--- config.mk ---
export PLATFORM = sky130hd
export DESIGN_NAME = mux4_scan_sequencer
export DESIGN_NICKNAME = d
export VERILOG_FILES = /design/src/rtl/mux4_scan_sequencer.sv
export SDC_FILE = /design/constraint.sdc
export NUM_CORES = 1
export LEC_CHECK = 0
export CORE_UTILIZATION = 53
export CTS_CLUSTER_SIZE = 30
export DETAILED_ROUTE_END_ITERATION = 12
export GPL_ROUTABILITY_DRIVEN = 0
export GPL_TIMING_DRIVEN = 0
export PLACE_DENSITY = 0.82
export SLEW_MARGIN = 20
export SYNTH_ARGS = -nofsm -noshare
export SYNTH_HDL_FRONTEND = slang
export SYNTH_SLANG_ARGS = --single-unit
--- constraint.sdc ---
create_clock -name clk -period 4.5 [get_ports clk]
set_input_delay 0.675 -clock clk [delete_from_list [all_inputs] [get_ports clk]]
set_output_delay 0.675 -clock clk [all_outputs]
set_load 0.1 [all_outputs]
--- src/rtl/mux4_scan_sequencer.sv ---
// mux4_scan_sequencer: walks a downstream 4:1 mux through channels a..d,
// dwelling DWELL cycles per channel, and assembles the sampled bits into a word.
`default_nettype none

module mux4_scan_sequencer #(
  parameter int DWELL = 2
) (
  input  logic       clk,
  input  logic       rst_n,
  input  logic       start,
  input  logic       cont,
  input  logic       abort,
  input  logic       y_in,
  output logic       s0,
  output logic       s1,
  output logic       busy,
  output logic       done,
  output logic [3:0] word
);

  typedef enum logic {
    IDLE = 1'b0,
    SCAN = 1'b1
  } state_t;

  localparam logic [3:0] RELOAD = 4'(DWELL - 1);

  state_t     state, state_nxt;
  logic [1:0] ch, ch_nxt;
  logic [3:0] cnt, cnt_nxt;
  logic [2:0] shadow, shadow_nxt;
  logic [3:0] word_nxt;
  logic       done_nxt;

  always_ff @(posedge clk or negedge rst_n) begin
    if (!rst_n) begin
      state  <= IDLE;
      ch     <= 2'd0;
      cnt    <= 4'd0;
      shadow <= 3'd0;
      word   <= 4'd0;
      done   <= 1'b0;
    end else begin
      state  <= state_nxt;
      ch     <= ch_nxt;
      cnt    <= cnt_nxt;
      shadow <= shadow_nxt;
      word   <= word_nxt;
      done   <= done_nxt;
    end
  end

  always_comb begin
    state_nxt  = state;
    ch_nxt     = ch;
    cnt_nxt    = cnt;
    shadow_nxt = shadow;
    word_nxt   = word;
    done_nxt   = 1'b0;
    case (state)
      IDLE: begin
        if (start && !abort) begin
          state_nxt = SCAN;
          ch_nxt    = 2'd0;
          cnt_nxt   = RELOAD;
        end
      end
      SCAN: begin
        // abort outranks both the per-channel sample and the end-of-scan load
        if (abort) begin
          state_nxt = IDLE;
          ch_nxt    = 2'd0;
          cnt_nxt   = 4'd0;
        end else if (cnt != 4'd0) begin
          cnt_nxt = cnt - 4'd1;
        end else if (ch != 2'd3) begin
          shadow_nxt[ch] = y_in;
          ch_nxt         = ch + 2'd1;
          cnt_nxt        = RELOAD;
        end else begin
          word_nxt  = {y_in, shadow};
          done_nxt  = 1'b1;
          ch_nxt    = 2'd0;
          state_nxt = cont ? SCAN : IDLE;
          cnt_nxt   = cont ? RELOAD : 4'd0;
        end
      end
      default: state_nxt = IDLE;
    endcase
  end

  assign s0   = ch[1];
  assign s1   = ch[0];
  assign busy = (state == SCAN);

endmodule

`default_nettype wire

# Yosys cells after proc, flatten, opt, wreduce, memory -nomap -nowiden

Cells that the tools add are included.

Register bits: 15
Latch bits: 0
Memory bits (writable): 0
Bits in read-only memories: 0
Input port bits: 6
Output and inout port bits: 8
Word-level logic and storage cells: 48
Memories kept: 0

$add $sub $neg: 2
Multipliers: 0
Div/mod/pow operators: 0
$lt $le $gt $ge: 2
Equality and inequality tests: 3
Shifts and indexed selects: 0
Muxes and demuxes: 24
Bitwise logic cells: 4
Reduce and logical (&&, ||, !) cells: 7

Operator list:

| kind                                                                          | count |
|---|---|
| 1-bit two-way mux                                                             | 12 |
| 4-bit two-way mux                                                             | 3 |
| 2-bit two-way mux                                                             | 4 |
| 4-bit case mux with 2 select lines                                            | 1 |
| 4-bit AND reduction                                                           | 2 |
| 2-bit inequality test (second input constant)                                 | 2 |
| 1-bit inverter                                                                | 4 |
| 2-bit case mux with 2 select lines                                            | 1 |
| 4-bit nonzero test                                                            | 1 |
| 4-bit by 1-bit subtractor with 4-bit output (second input constant)           | 1 |
| 3-bit bitwise mux                                                             | 1 |
| 2-bit by 3-bit less-than comparator with 1-bit output (second input constant) | 1 |
| 3-bit inequality test (second input constant)                                 | 1 |
| 2-bit by 1-bit adder with 2-bit output (second input constant)                | 1 |
| 1-bit demux with 2-bit select                                                 | 1 |
| 2-bit by 1-bit >= comparator with 1-bit output (second input constant)        | 1 |
| 1-bit logical AND                                                             | 2 |
| 1-bit case mux with 2 select lines                                            | 1 |
| 2-bit AND reduction                                                           | 1 |
| 1-bit zero test                                                               | 1 |

# Depth between registers and ports, before layout

Depth in word-level cells: 5
Gate-level depth with buffers: 6
Depth with buffers taken out: 5

# Least setup slack after synthesis

Ideal clock, no wire load.

Path type: register to register
Start: register ch[1]
End: register word[0]
Setup time: 128 ps
Arrival time: 1950 ps
Required time: 4372 ps
Slack: 2422 ps
Cell stages (with the launch flop): 5
Buffers on the path: 1
Clock period less this slack: 2078 ps
Path through: dfrtp_1 ha_1 and3_1 buf_2 mux2_1

Cells in the longest elaborated chain, start to end: 3

Ends and longest elaborated chain:

| what                          | RTL line | source |
|---|---|---|
| from (decl)                   | 29       | `logic [1:0] ch, ch_nxt;` |
| from (signal assigned)        | 45       | `ch <= ch_nxt;` |
| 2-bit inequality test         | 76       | `end else if (ch != 2'd3) begin` |
| 1-bit inverter (no line)      | --       |  |
| 4-bit AND reduction (no line) | --       |  |
| to (signal assigned)          | 48       | `word <= word_nxt;` |
| to (decl)                     | 18       | `output logic [3:0] word` |

No other way between the ends.
A chain may end at the register's enable or synchronous reset.

# Final worst setup path

Start: register state (netlist: busy)
End: output busy

RTL lines:

| what                   | RTL line | source |
|---|---|---|
| from (decl)            | 28       | `state_t state, state_nxt;` |
| from (signal assigned) | 44       | `state <= state_nxt;` |
| to (decl)              | 16       | `output logic busy,` |

No word-level cell between the ends.

==> impl_results.md <==
- Status: complete, no violations
- Num ports: 14
- Slew @ Worst Pin: 0.964 ns
- Drt drc: 0
- Fin nets: 93
- CP max stage delay: 1.17 ns
- Tot GR Track Use: 22.5%
- Root buffer cell: clkbuf_4
- Crit. path cell count: 1
- Via density: 5.75
- Yosys cell types: 28
- DRT antenna net count: 0
- Yosys warns: 0
- Hold Fails Final Rpt: 0
- Final setup vio count: 0
- RSZ-0062 raised after global routing: false
- First-pass GRT wire length: 2360 um
- VDD IR max: 0.370 mV
- Number of violations of the max-capacitance limit: 0
- Setup TNS: 0 ns
- Mapped Area: 776 um^2
- Inst Count DP: 91
- Cells after Synth: 63
- F_max: 0.388 GHz
- Initial antenna violation count: 0
- DR vias: 546
- Seq/Total Area, Yosys: 48.4%
- R2R depth: 6
- Period utilization: 57.3%
- WL met3: 39 um
- Number of buffers created by CTS: 3
- Largest net degree at the start of global routing: 16
- Cts repair resizes: 0
- Die Wd: 40.3 um
- Worst path bufs/invs: 1
- Average instance area after synthesis: 12.3 um^2
- Slowest CP cell: clkdlybuf4s50_1
- Post-DP HPWL: 1090 um
- Core area: 1330 um^2
- Arrival time at the worst endpoint: 1.90 ns
- Met1 Wirelength: 679 um
- Chip height: 40.3 um
- Clock Tree Buf Depth: 2
- Clock latency at the later pin of the worst-skew pair: 0.28 ns
- Top fanout value on the critical path: 7
- Layout cells sized above 1: 10.0%
- Clock transition at path regs: 0.09 ns
- DRT Pass-1 Iters: 4
- Initial drt markers: 12
- Total power: 433 uW
- Relative max-transition margin: 35.6%
- Critical path required time: 3.83 ns
- # rows: 13
- CTS sink count: 15
- Non-Filler Instances: 95
- PwrDens: 454 nW/um^2
- Synthesized net count: 75
- Setup Skew: 0.00323 ns
- # H-tree levels: 1
- Crit path kind: flip-flop to output port
- Ant. Diodes: 0
- CTS tree: built
- Leakage power: 0.453 nW
- Global route overflow: 0
- Crit-path cells: clkdlybuf4s50_1
- Register bit total from synthesis: 15
- Vias in the first global route: 521
- CP delay by family, top: buffers and inverters
- Port Buf Inserts: 13
- Post-CTS setup buffers: 0
- Final Critical Period: 2.58 ns
- Post-Route Utilization: 71.4%
- Die area: 1620 um^2
- Slew Limit Fails: 0
- CTS Hold Bufs: 0
- Routed wire per std cell: 15.5 um
- Top Metal Used: met4
- Hold Crit Class: flip-flop to flip-flop
- CP Capture Type: output port
- Routed WL: 1470 um
- Hold Path Depth: 1
- Initial Utilization: 58.2%
- Met2 Wirelength: 718 um
- Critical path startpoint category: flip-flop
- Area added between synthesis and finish: 22.7%
-- layout by cell type, fill, tap and decap left out, drive strengths merged --
cell type | synthesis | layout
dfrtp | 15 | 15
clkdlybuf4s50 | 0 | 13
mux2 | 7 | 7
ha | 6 | 6
inv | 5 | 5
o21ai | 4 | 4
clkbuf | 0 | 3
nor3 | 2 | 2
nor2 | 2 | 2
nand4b | 2 | 2
nor3b | 2 | 2
nor4b | 2 | 2
or3b | 1 | 1
nand2 | 1 | 1
nor2b | 1 | 1
and3 | 1 | 1
buf | 1 | 1
nand2b | 1 | 1
a21oi | 1 | 1
o31a | 1 | 1
a211o | 1 | 1
a21o | 1 | 1
a221oi | 1 | 1
mux2i | 1 | 1
o2bb2ai | 1 | 1
or4 | 1 | 1
o31ai | 1 | 1
a22o | 1 | 1
clkinv | 0 | 1
-- metal layers --
metal / vias up / global-route usage (%)
met5: - / 0
met4: 0 / 10.0
li1: 266 / -
met2: 12 / 38.3
met1: 263 / 28.2
met3: 5 / 3.33
-- cell type report --
class,count,area (um^2)
plain buffers,1,5.00
clock buffers,3,22.5
clock inverters,1,5.00
fillers,102,382
inverters,5,18.8
multi-input cells,42,377
flip-flops and latches,15,375
well taps,15,18.8
repair buffers,13,130
-- flip-flops by register name, indices dropped and copies added (netlist names) --
name,count
busy,1
ch,2
cnt,4
done,1
shadow,3
word,4
-- report_power, final --
group / switching (mW) / internal [mW]
registers: 0.0231 / 0.159
clock network: 0.0439 / 0.0330
logic: 0.114 / 0.0591
total: 0.181 / 0.252
-- cell usage after synthesis, drive strengths merged --
| library cell | n | area share [%] |
|---|---|---|
| a211o | 1 | 1.1 |
| nor4b | 2 | 4.2 |
| nand4b | 2 | 2.3 |
| nor2b | 1 | 0.81 |
| buf | 1 | 0.64 |
| o31a | 1 | 1.1 |
| nand2 | 1 | 0.48 |
| nor3 | 2 | 1.3 |
| a221oi | 1 | 1.1 |
| or3b | 1 | 1.5 |
| a21oi | 1 | 0.64 |
| o21ai | 4 | 2.6 |
| dfrtp | 15 | 48 |
| o31ai | 1 | 0.97 |
| nor2 | 2 | 0.97 |
| mux2 | 7 | 10 |
| nor3b | 2 | 2.6 |
| or4 | 1 | 0.97 |
| mux2i | 1 | 1.3 |
| and3 | 1 | 0.81 |
| ha | 6 | 9.7 |
| nand2b | 1 | 0.81 |
| a22o | 1 | 1.1 |
| inv | 5 | 2.4 |
| a21o | 1 | 0.97 |
| o2bb2ai | 1 | 1.1 |
-- logic make-up (layout without fill, tap and decap cells) --
family | after synthesis | in the layout | synth area share, %
AND/OR/NAND/NOR | 16 | 16 | 16.6
flip-flops | 15 | 15 | 48.4
adder cells (fa/ha/maj) | 6 | 6 | 9.68
multiplexers | 8 | 8 | 11.5
AO/OA/AOI/OAI | 12 | 12 | 10.8
buffers and inverters | 6 | 23 | 3.06
-- per-stage QoR --
| stage | setup slack (ns) | area (um^2) | hold WS [ns] |
|---|---|---|---|
| 5_1_grt | 1.87 | 952 | 0.515 |
| 4_1_cts | 1.92 | 952 | 0.493 |
| 3_3_place_gp | 2.25 | 925 | 0.466 |
| 3_5_place_dp | 2.25 | 925 | 0.473 |
| 6_report | 1.92 | 952 | 0.489 |
| 2_1_floorplan | 2.42 | 776 | 0.379 |
-- final timing paths --
kind	start	end	slack, ns
min	shadow[2]	shadow[2]	0.49
min in group asynchronous	rst_n	cnt[2]	0.79
min reg2reg	shadow[2]	shadow[2]	0.49
max in group asynchronous	rst_n	shadow[2]	3.29
max reg2reg	cnt[0]	word[0]	2.53
max	busy	busy	1.92
Power figures use the tool's default switching activity.
